**config.mk**
```make
export PLATFORM = sky130hd
export DESIGN_NAME = ser2par_framer_flat
export DESIGN_NICKNAME = d
export VERILOG_FILES = /design/src/rtl/ser2par_framer_if.sv /design/src/rtl/ser2par_framer.sv /design/src/flat_wrapper.sv
export SDC_FILE = /design/constraint.sdc
export NUM_CORES = 1
export LEC_CHECK = 0
export CAP_MARGIN = 20
export CORE_MARGIN = 8
export CORE_UTILIZATION = 51
export DETAILED_ROUTE_END_ITERATION = 10
export GPL_TIMING_DRIVEN = 0
export PLACE_DENSITY = 0.78
export SETUP_SLACK_MARGIN = 0.3
export SYNTH_ARGS = -nofsm -noshare
export SYNTH_HDL_FRONTEND = slang
export SYNTH_SLANG_ARGS = --single-unit
```
**constraint.sdc**
```tcl
create_clock -name clock -period 2.11 [get_ports clock]
set_input_delay 0.3165 -clock clock [delete_from_list [all_inputs] [get_ports clock]]
set_output_delay 0.3165 -clock clock [all_outputs]
set_load 0.05 [all_outputs]
```
**src/rtl/ser2par_framer_if.sv**
```systemverilog
// ser2par_framer_if
// Bundles the serial bit stream going into the framer and the parallel word,
// status pulses and good-word counter coming back out of it.
//   serial_in   : serial data bit, only meaningful when bit_valid is high
//   bit_valid   : qualifies serial_in (and sync) for the current cycle
//   sync        : start-of-frame marker, current bit is the data MSB
//   Data_out    : last good assembled word
//   load        : one-cycle pulse, Data_out is new this cycle
//   parity_err  : one-cycle pulse on a bad parity bit
//   frame_abort : one-cycle pulse when a frame in progress is restarted
//   busy        : high while a frame is being assembled
//   word_cnt    : count of good words, wraps silently
// master = bit stream source, slave = framer.
interface ser2par_framer_if #(
    parameter int word_size = 4,
    parameter int cnt_width = 8
);
    logic                 serial_in;
    logic                 bit_valid;
    logic                 sync;
    logic [word_size-1:0] Data_out;
    logic                 load;
    logic                 parity_err;
    logic                 frame_abort;
    logic                 busy;
    logic [cnt_width-1:0] word_cnt;

    modport master (
        output serial_in, bit_valid, sync,
        input  Data_out, load, parity_err, frame_abort, busy, word_cnt
    );

    modport slave (
        input  serial_in, bit_valid, sync,
        output Data_out, load, parity_err, frame_abort, busy, word_cnt
    );
endinterface

```
**src/rtl/ser2par_framer.sv**
```systemverilog
// ser2par_framer
// Assembles a sync-marked, MSB-first serial data field followed by one even
// parity bit into a parallel word for a downstream parallel-load register.
// A good frame updates Data_out and pulses load for one cycle; a bad parity
// bit pulses parity_err; a sync arriving mid-frame pulses frame_abort and
// restarts assembly with the current bit as the new MSB.
// Ports:
//   clock : rising-edge clock
//   reset : asynchronous, active-low reset
//   bus   : ser2par_framer_if slave modport (stream in, word/status out)
module ser2par_framer #(
    parameter int word_size = 4,
    parameter int cnt_width = 8
) (
    input  logic               clock,
    input  logic               reset,
    ser2par_framer_if.slave    bus
);

    localparam int CW = $clog2(word_size + 1);
    localparam logic [CW-1:0] LAST_BIT = CW'(word_size);

    typedef enum logic [1:0] {
        IDLE   = 2'd0,
        DATA   = 2'd1,
        PARITY = 2'd2
    } state_t;

    state_t               state;
    state_t               state_next;
    logic [word_size-1:0] shreg;
    logic [word_size-1:0] shreg_next;
    logic [CW-1:0]        bitcnt;
    logic [CW-1:0]        bitcnt_next;
    logic [CW-1:0]        bitcnt_inc;
    logic [word_size-1:0] data_next;
    logic [cnt_width-1:0] cnt_next;
    logic                 load_next;
    logic                 perr_next;
    logic                 abort_next;

    assign bitcnt_inc = bitcnt + CW'(1);
    assign bus.busy   = (state != IDLE);

    always_ff @(posedge clock or negedge reset) begin
        if (!reset) begin
            state <= IDLE;
        end else begin
            state <= state_next;
        end
    end

    // Next-state and datapath decisions. Nothing moves on cycles without
    // bit_valid, and the pulse outputs default low so they last one cycle.
    always_comb begin
        state_next  = state;
        shreg_next  = shreg;
        bitcnt_next = bitcnt;
        data_next   = bus.Data_out;
        cnt_next    = bus.word_cnt;
        load_next   = 1'b0;
        perr_next   = 1'b0;
        abort_next  = 1'b0;

        if (bus.bit_valid) begin
            if (bus.sync) begin
                // A sync always starts a new frame; if one was already in
                // progress it is thrown away and reported as aborted. A
                // single-bit word has no data phase beyond the MSB.
                abort_next  = (state != IDLE);
                shreg_next  = word_size'(bus.serial_in);
                bitcnt_next = CW'(1);
                state_next  = (word_size == 1) ? PARITY : DATA;
            end else begin
                case (state)
                    IDLE: begin
                        state_next = IDLE;
                    end
                    DATA: begin
                        shreg_next  = (shreg << 1) | word_size'(bus.serial_in);
                        bitcnt_next = bitcnt_inc;
                        if (bitcnt_inc == LAST_BIT) begin
                            state_next = PARITY;
                        end
                    end
                    PARITY: begin
                        // Even parity: data bits plus parity bit XOR to zero.
                        if ((^shreg ^ bus.serial_in) == 1'b0) begin
                            data_next = shreg;
                            cnt_next  = bus.word_cnt + cnt_width'(1);
                            load_next = 1'b1;
                        end else begin
                            perr_next = 1'b1;
                        end
                        bitcnt_next = '0;
                        state_next  = IDLE;
                    end
                    default: begin
                        state_next = IDLE;
                    end
                endcase
            end
        end
    end

    always_ff @(posedge clock or negedge reset) begin
        if (!reset) begin
            shreg           <= '0;
            bitcnt          <= '0;
            bus.Data_out    <= '0;
            bus.word_cnt    <= '0;
            bus.load        <= 1'b0;
            bus.parity_err  <= 1'b0;
            bus.frame_abort <= 1'b0;
        end else begin
            shreg           <= shreg_next;
            bitcnt          <= bitcnt_next;
            bus.Data_out    <= data_next;
            bus.word_cnt    <= cnt_next;
            bus.load        <= load_next;
            bus.parity_err  <= perr_next;
            bus.frame_abort <= abort_next;
        end
    end

endmodule
```
**src/flat_wrapper.sv**
```systemverilog
// flat-port wrapper written by rule: the top's interface ports become plain ports
module ser2par_framer_flat 
#(
    parameter int word_size = 4,
    parameter int cnt_width = 8
)
  (clock, reset, bus_serial_in, bus_bit_valid, bus_sync, bus_Data_out, bus_load, bus_parity_err, bus_frame_abort, bus_busy, bus_word_cnt);
  ser2par_framer_if #(.word_size(word_size), .cnt_width(cnt_width)) bus_i ();
  input  logic clock;
  input  logic reset;
  input wire logic [$bits(bus_i.serial_in)-1:0] bus_serial_in;
  input wire logic [$bits(bus_i.bit_valid)-1:0] bus_bit_valid;
  input wire logic [$bits(bus_i.sync)-1:0] bus_sync;
  output wire logic [$bits(bus_i.Data_out)-1:0] bus_Data_out;
  output wire logic [$bits(bus_i.load)-1:0] bus_load;
  output wire logic [$bits(bus_i.parity_err)-1:0] bus_parity_err;
  output wire logic [$bits(bus_i.frame_abort)-1:0] bus_frame_abort;
  output wire logic [$bits(bus_i.busy)-1:0] bus_busy;
  output wire logic [$bits(bus_i.word_cnt)-1:0] bus_word_cnt;
  assign bus_i.serial_in = bus_serial_in;
  assign bus_i.bit_valid = bus_bit_valid;
  assign bus_i.sync = bus_sync;
  assign bus_Data_out = bus_i.Data_out;
  assign bus_load = bus_i.load;
  assign bus_parity_err = bus_i.parity_err;
  assign bus_frame_abort = bus_i.frame_abort;
  assign bus_busy = bus_i.busy;
  assign bus_word_cnt = bus_i.word_cnt;
  ser2par_framer #(.word_size(word_size), .cnt_width(cnt_width)) u_core (.clock(clock), .reset(reset), .bus(bus_i));
endmodule
```
==> results_tabular.tex <==
\begin{tabular}{lr}
\hline
Metric & Value \\
\hline
\multicolumn{2}{l}{\textbf{Routing}} \\
Number of remaining DRC errors & 0 \\
Routed vias & 882 \\
DR pass1 iterations & 4 \\
Average via count per standard cell & between 5 and 6 \\
Antenna viol nets, final & 0 \\
Post-detailed-routing wire length & approximately 2.4 mm \\
Initial DRC Count & 24 \\
Average wire per standard cell & around 15 um \\
\multicolumn{2}{l}{\textbf{Finish}} \\
Diodes inserted & 0 \\
FILL cells & about 190 \\
Non-Filler Instances & 158 \\
Area of all placed cells without fillers & roughly 0.0015 sq mm \\
Final net count & 140 \\
Layout cell share with drive strength beyond 1 & roughly 16\% \\
Area growth, synth to finish & 23.8\% \\
Leading cell type in the layout, fill and taps excluded & dfrtp\_1 \\
Core utilization of the finished layout & between 60\% and 70\% \\
Leading cell types in the layout, fill and taps excluded & 23 x dfrtp\_1, 11 x dlygate4sd2\_1, 8 x xnor2\_1, 8 x inv\_1, 7 x nand3\_1 \\
\multicolumn{2}{l}{\textbf{Power}} \\
Total design power & approximately 1.5 mW \\
Leakage component of the power & roughly 0.75 nW \\
Worst vdd ir & 630 uV \\
Power per unit of standard cell area & 1030 mW/mm\^{}2 \\
\multicolumn{2}{l}{\textbf{Logic synthesis}} \\
Cells after synthesis & $\sim$110 \\
Share of cell area taken by muxes after synthesis & 5.65\% \\
Ys async rst share & 100\% \\
Largest family of logic cells by synthesized area & simple AND/OR/NAND/NOR gates \\
Post-synthesis simple-gate area fraction & around 16\% \\
Post-synth EDFFs & 0 \\
Sequential share of the synthesized area & approximately half \\
Fraction of the mapped netlist area in compound gates & between 10\% and 20\% \\
Yosys top cell by area & dfrtp\_1 \\
Post-Syn Nets & roughly 110 \\
Area fraction of the dominant cell type after synthesis & between 50\% and 60\% \\
Count of yosys warnings during synthesis & 0 \\
Biggest area contributors in the synthesized netlist & dfrtp\_1 50\%, xnor2\_1 5.9\%, mux2\_2 5.7\% \\
Post-synthesis register bit count & 24 \\
Average size of a mapped cell & $\sim$11 sq um \\
Leading register cell type out of synthesis & dfrtp\_1 \\
Unique masters post-synth & 34 \\
Adder and majority cell fraction of the synthesized area & 3.14\% \\
Cell area after synthesis & between 0.001 and 0.0015 sq mm \\
Synthesized-area fraction occupied by xor and xnor cells & $\sim$11\% \\
\multicolumn{2}{l}{\textbf{Critical path}} \\
Crit-path max FO & 1 \\
Top cell family by delay on the critical path & buffers and inverters \\
Worst path max stage delay & 0.79 ns \\
Data arrival time at the worst-slack endpoint & about 1.4 ns \\
Critical Path End Type & output pin \\
Cell chain of the critical path & clkdlybuf4s50\_1 \\
Worst setup SP type & flip-flop \\
Number of buffer and inverter stages on the critical path & 1 \\
Worst Path Class, Setup & reg -> out \\
Slowest library cell on the worst path & clkdlybuf4s50\_1 \\
Required @ worst endpoint & around 1.8 ns \\
\multicolumn{2}{l}{\textbf{Timing}} \\
Max Clock Freq & between 0.5 and 0.6 GHz \\
Final critical path time including I/O delays and setup & around 1.8 ns \\
Clock Skews & 0.000740 ns \\
Setup TNS after final layout & 0 ns \\
Remaining max-slew budget at the tightest pin & 66.4\% \\
Worst hold slack & between 0.3 and 0.4 ns \\
Period utilization & 83.4\% \\
Slew at the pin closest to its max-slew limit & about 0.50 ns \\
Total count of hold-check failures in the final report & 0 \\
Setup WS post-layout & 0.350 ns \\
Number of pins with negative max-slew slack in the final report & 0 \\
Setup repair after global routing missed its margin & false \\
Setup violations, final & 0 \\
\multicolumn{2}{l}{\textbf{Clocking}} \\
Root Driver & clkbuf\_4 \\
Clock-pin slew reported for the worst setup and hold paths after clock tree synthesis & between 0.1 and 0.15 ns \\
Latest clock arrival within the worst-skew pair & between 0.3 and 0.4 ns \\
CTS tree & yes \\
Number of buffers on the longest clock path & 2 \\
CTS sink cnt & 24 \\
Number of buffers inserted during clock tree synthesis & 3 \\
Maximum level of the CTS H-tree & 1 \\
\multicolumn{2}{l}{\textbf{Outcome}} \\
Run status & finished clean \\
\multicolumn{2}{l}{\textbf{Floorplanning}} \\
Area enclosed by the die boundary & approximately 0.0041 sq mm \\
Die outline width & $\sim$64 um \\
Row Count & 17 \\
Floorplan die height & 64.4 um \\
Starting utilization of the core area & between 50\% and 60\% \\
Core outline area & 0.00221 sq mm \\
Num ports & 21 \\
\multicolumn{2}{l}{\textbf{GRT}} \\
First-pass GRT wire length & roughly 4.0 mm \\
Vias in the first global route & between 800 and 900 \\
Initial antenna violation count & 0 \\
Total routing usage reported by global routing & a little under an eighth \\
Gr ovfl total & 0 \\
Pin count of the biggest net entering global routing & 25 \\
\multicolumn{2}{l}{\textbf{Hold path}} \\
Worst Hold Class & in -> async \\
\multicolumn{2}{l}{\textbf{Placement}} \\
Post-DP HPWL & between 1.5 and 2 mm \\
IO buf count & 19 \\
Post-DP Area & about 0.0014 sq mm \\
DP Worst Slack & $\sim$0.089 ns \\
Placed Cells & approximately 150 \\
Weighted congestion at the end of routability-driven global placement & 0.786 \\
\multicolumn{2}{l}{\textbf{Run}} \\
Number of max-cap violations & 0 \\
\hline
\end{tabular}
[synth_stat cells (all sizes together), types with 2 or more instances]
master  number
and3         5
dfrtp       24
clkbuf       5
nor2         2
nand2        6
inv          8
o21ai        2
xnor2        9
nand2b       3
a22oi        3
nand3        7
a21oi        2
mux2         6
nor3         3
ha           3
o22ai        3
[kinds of logic (layout without fill, tap and decap cells)]
group / count (synthesis) / in the layout
AO/OA/AOI/OAI: 17 / 17
XOR/XNOR: 11 / 11
flip-flops: 24 / 24
AND/OR/NAND/NOR: 32 / 32
multiplexers: 6 / 6
buffers and inverters: 13 / 37
adder cells (fa/ha/maj): 3 / 3
[cell type report]
| type | count | area [sq um] | area share, % |
|---|---|---|---|
| Timing Repair Buffer | 21 | 214 | 14.5 |
| Buffer | 5 | 23.8 | 1.61 |
| Multi-Input combinational cell | 69 | 552 | 37.3 |
| Tap cell | 28 | 35.0 | 2.37 |
| Clock buffer | 3 | 22.5 | 1.52 |
| Inverter | 8 | 30.0 | 2.03 |
| Sequential cell | 24 | 602 | 40.7 |
[layer usage]
metal | global-route usage, % | routed length (um) | part of all wire [%]
met1 | 12.7 | 1010 | 43
met2 | 20.4 | 1210 | 51
met5 | 0 | 0 | 0
met4 | 5.45 | 36 | 1.5
met3 | 3.48 | 90 | 3.8
[power by group]
group	switching [mW]	total (mW)	internal [mW]	leakage, nW
Sequential	0.0952	0.640	0.545	0.319
Clock	0.130	0.197	0.0667	0.0138
Combinational	0.385	0.689	0.304	0.418
[state kept, by name, summed over array words and instances (netlist names)]
register	count
u_core.bus.frame_abort	1
u_core.shreg	4
u_core.bus.load	1
u_core.bus.word_cnt	8
u_core.state	2
u_core.bus.Data_out	4
u_core.bitcnt	3
u_core.bus.parity_err	1
[worst paths after layout]
check                                                         from                                  to  slack (ns)  depth (start not counted)
worst max-delay path              u_core.bus.frame_abort$_DFF_PN0_                     bus_frame_abort        0.35                          1
worst min-delay path                                         reset  u_core.bus.word_cnt[6]$_DFFE_PN0P_        0.31                          1
worst max register to register         u_core.shreg[1]$_DFFE_PN0P_  u_core.bus.Data_out[2]$_DFFE_PN0P_        0.40                          4
worst min register to register  u_core.bus.word_cnt[7]$_DFFE_PN0P_  u_core.bus.word_cnt[7]$_DFFE_PN0P_        0.48                          1
max in group asynchronous                                    reset         u_core.state[0]$_DFFE_PN0P_        1.36                          2
min in group clock                                   bus_bit_valid        u_core.bitcnt[1]$_DFFE_PN0P_        0.47                          3
[timing repair]
| action | in CTS | in global routing |
|---|---|---|
| gates resized for setup | 16 | 13 |
| hold buffers | 0 | 0 |
| setup buffers | 0 | 1 |
| pin swaps | 0 | 1 |
| setup endpoints to repair | 17 | 15 |
Power figures use the tool's default switching activity.
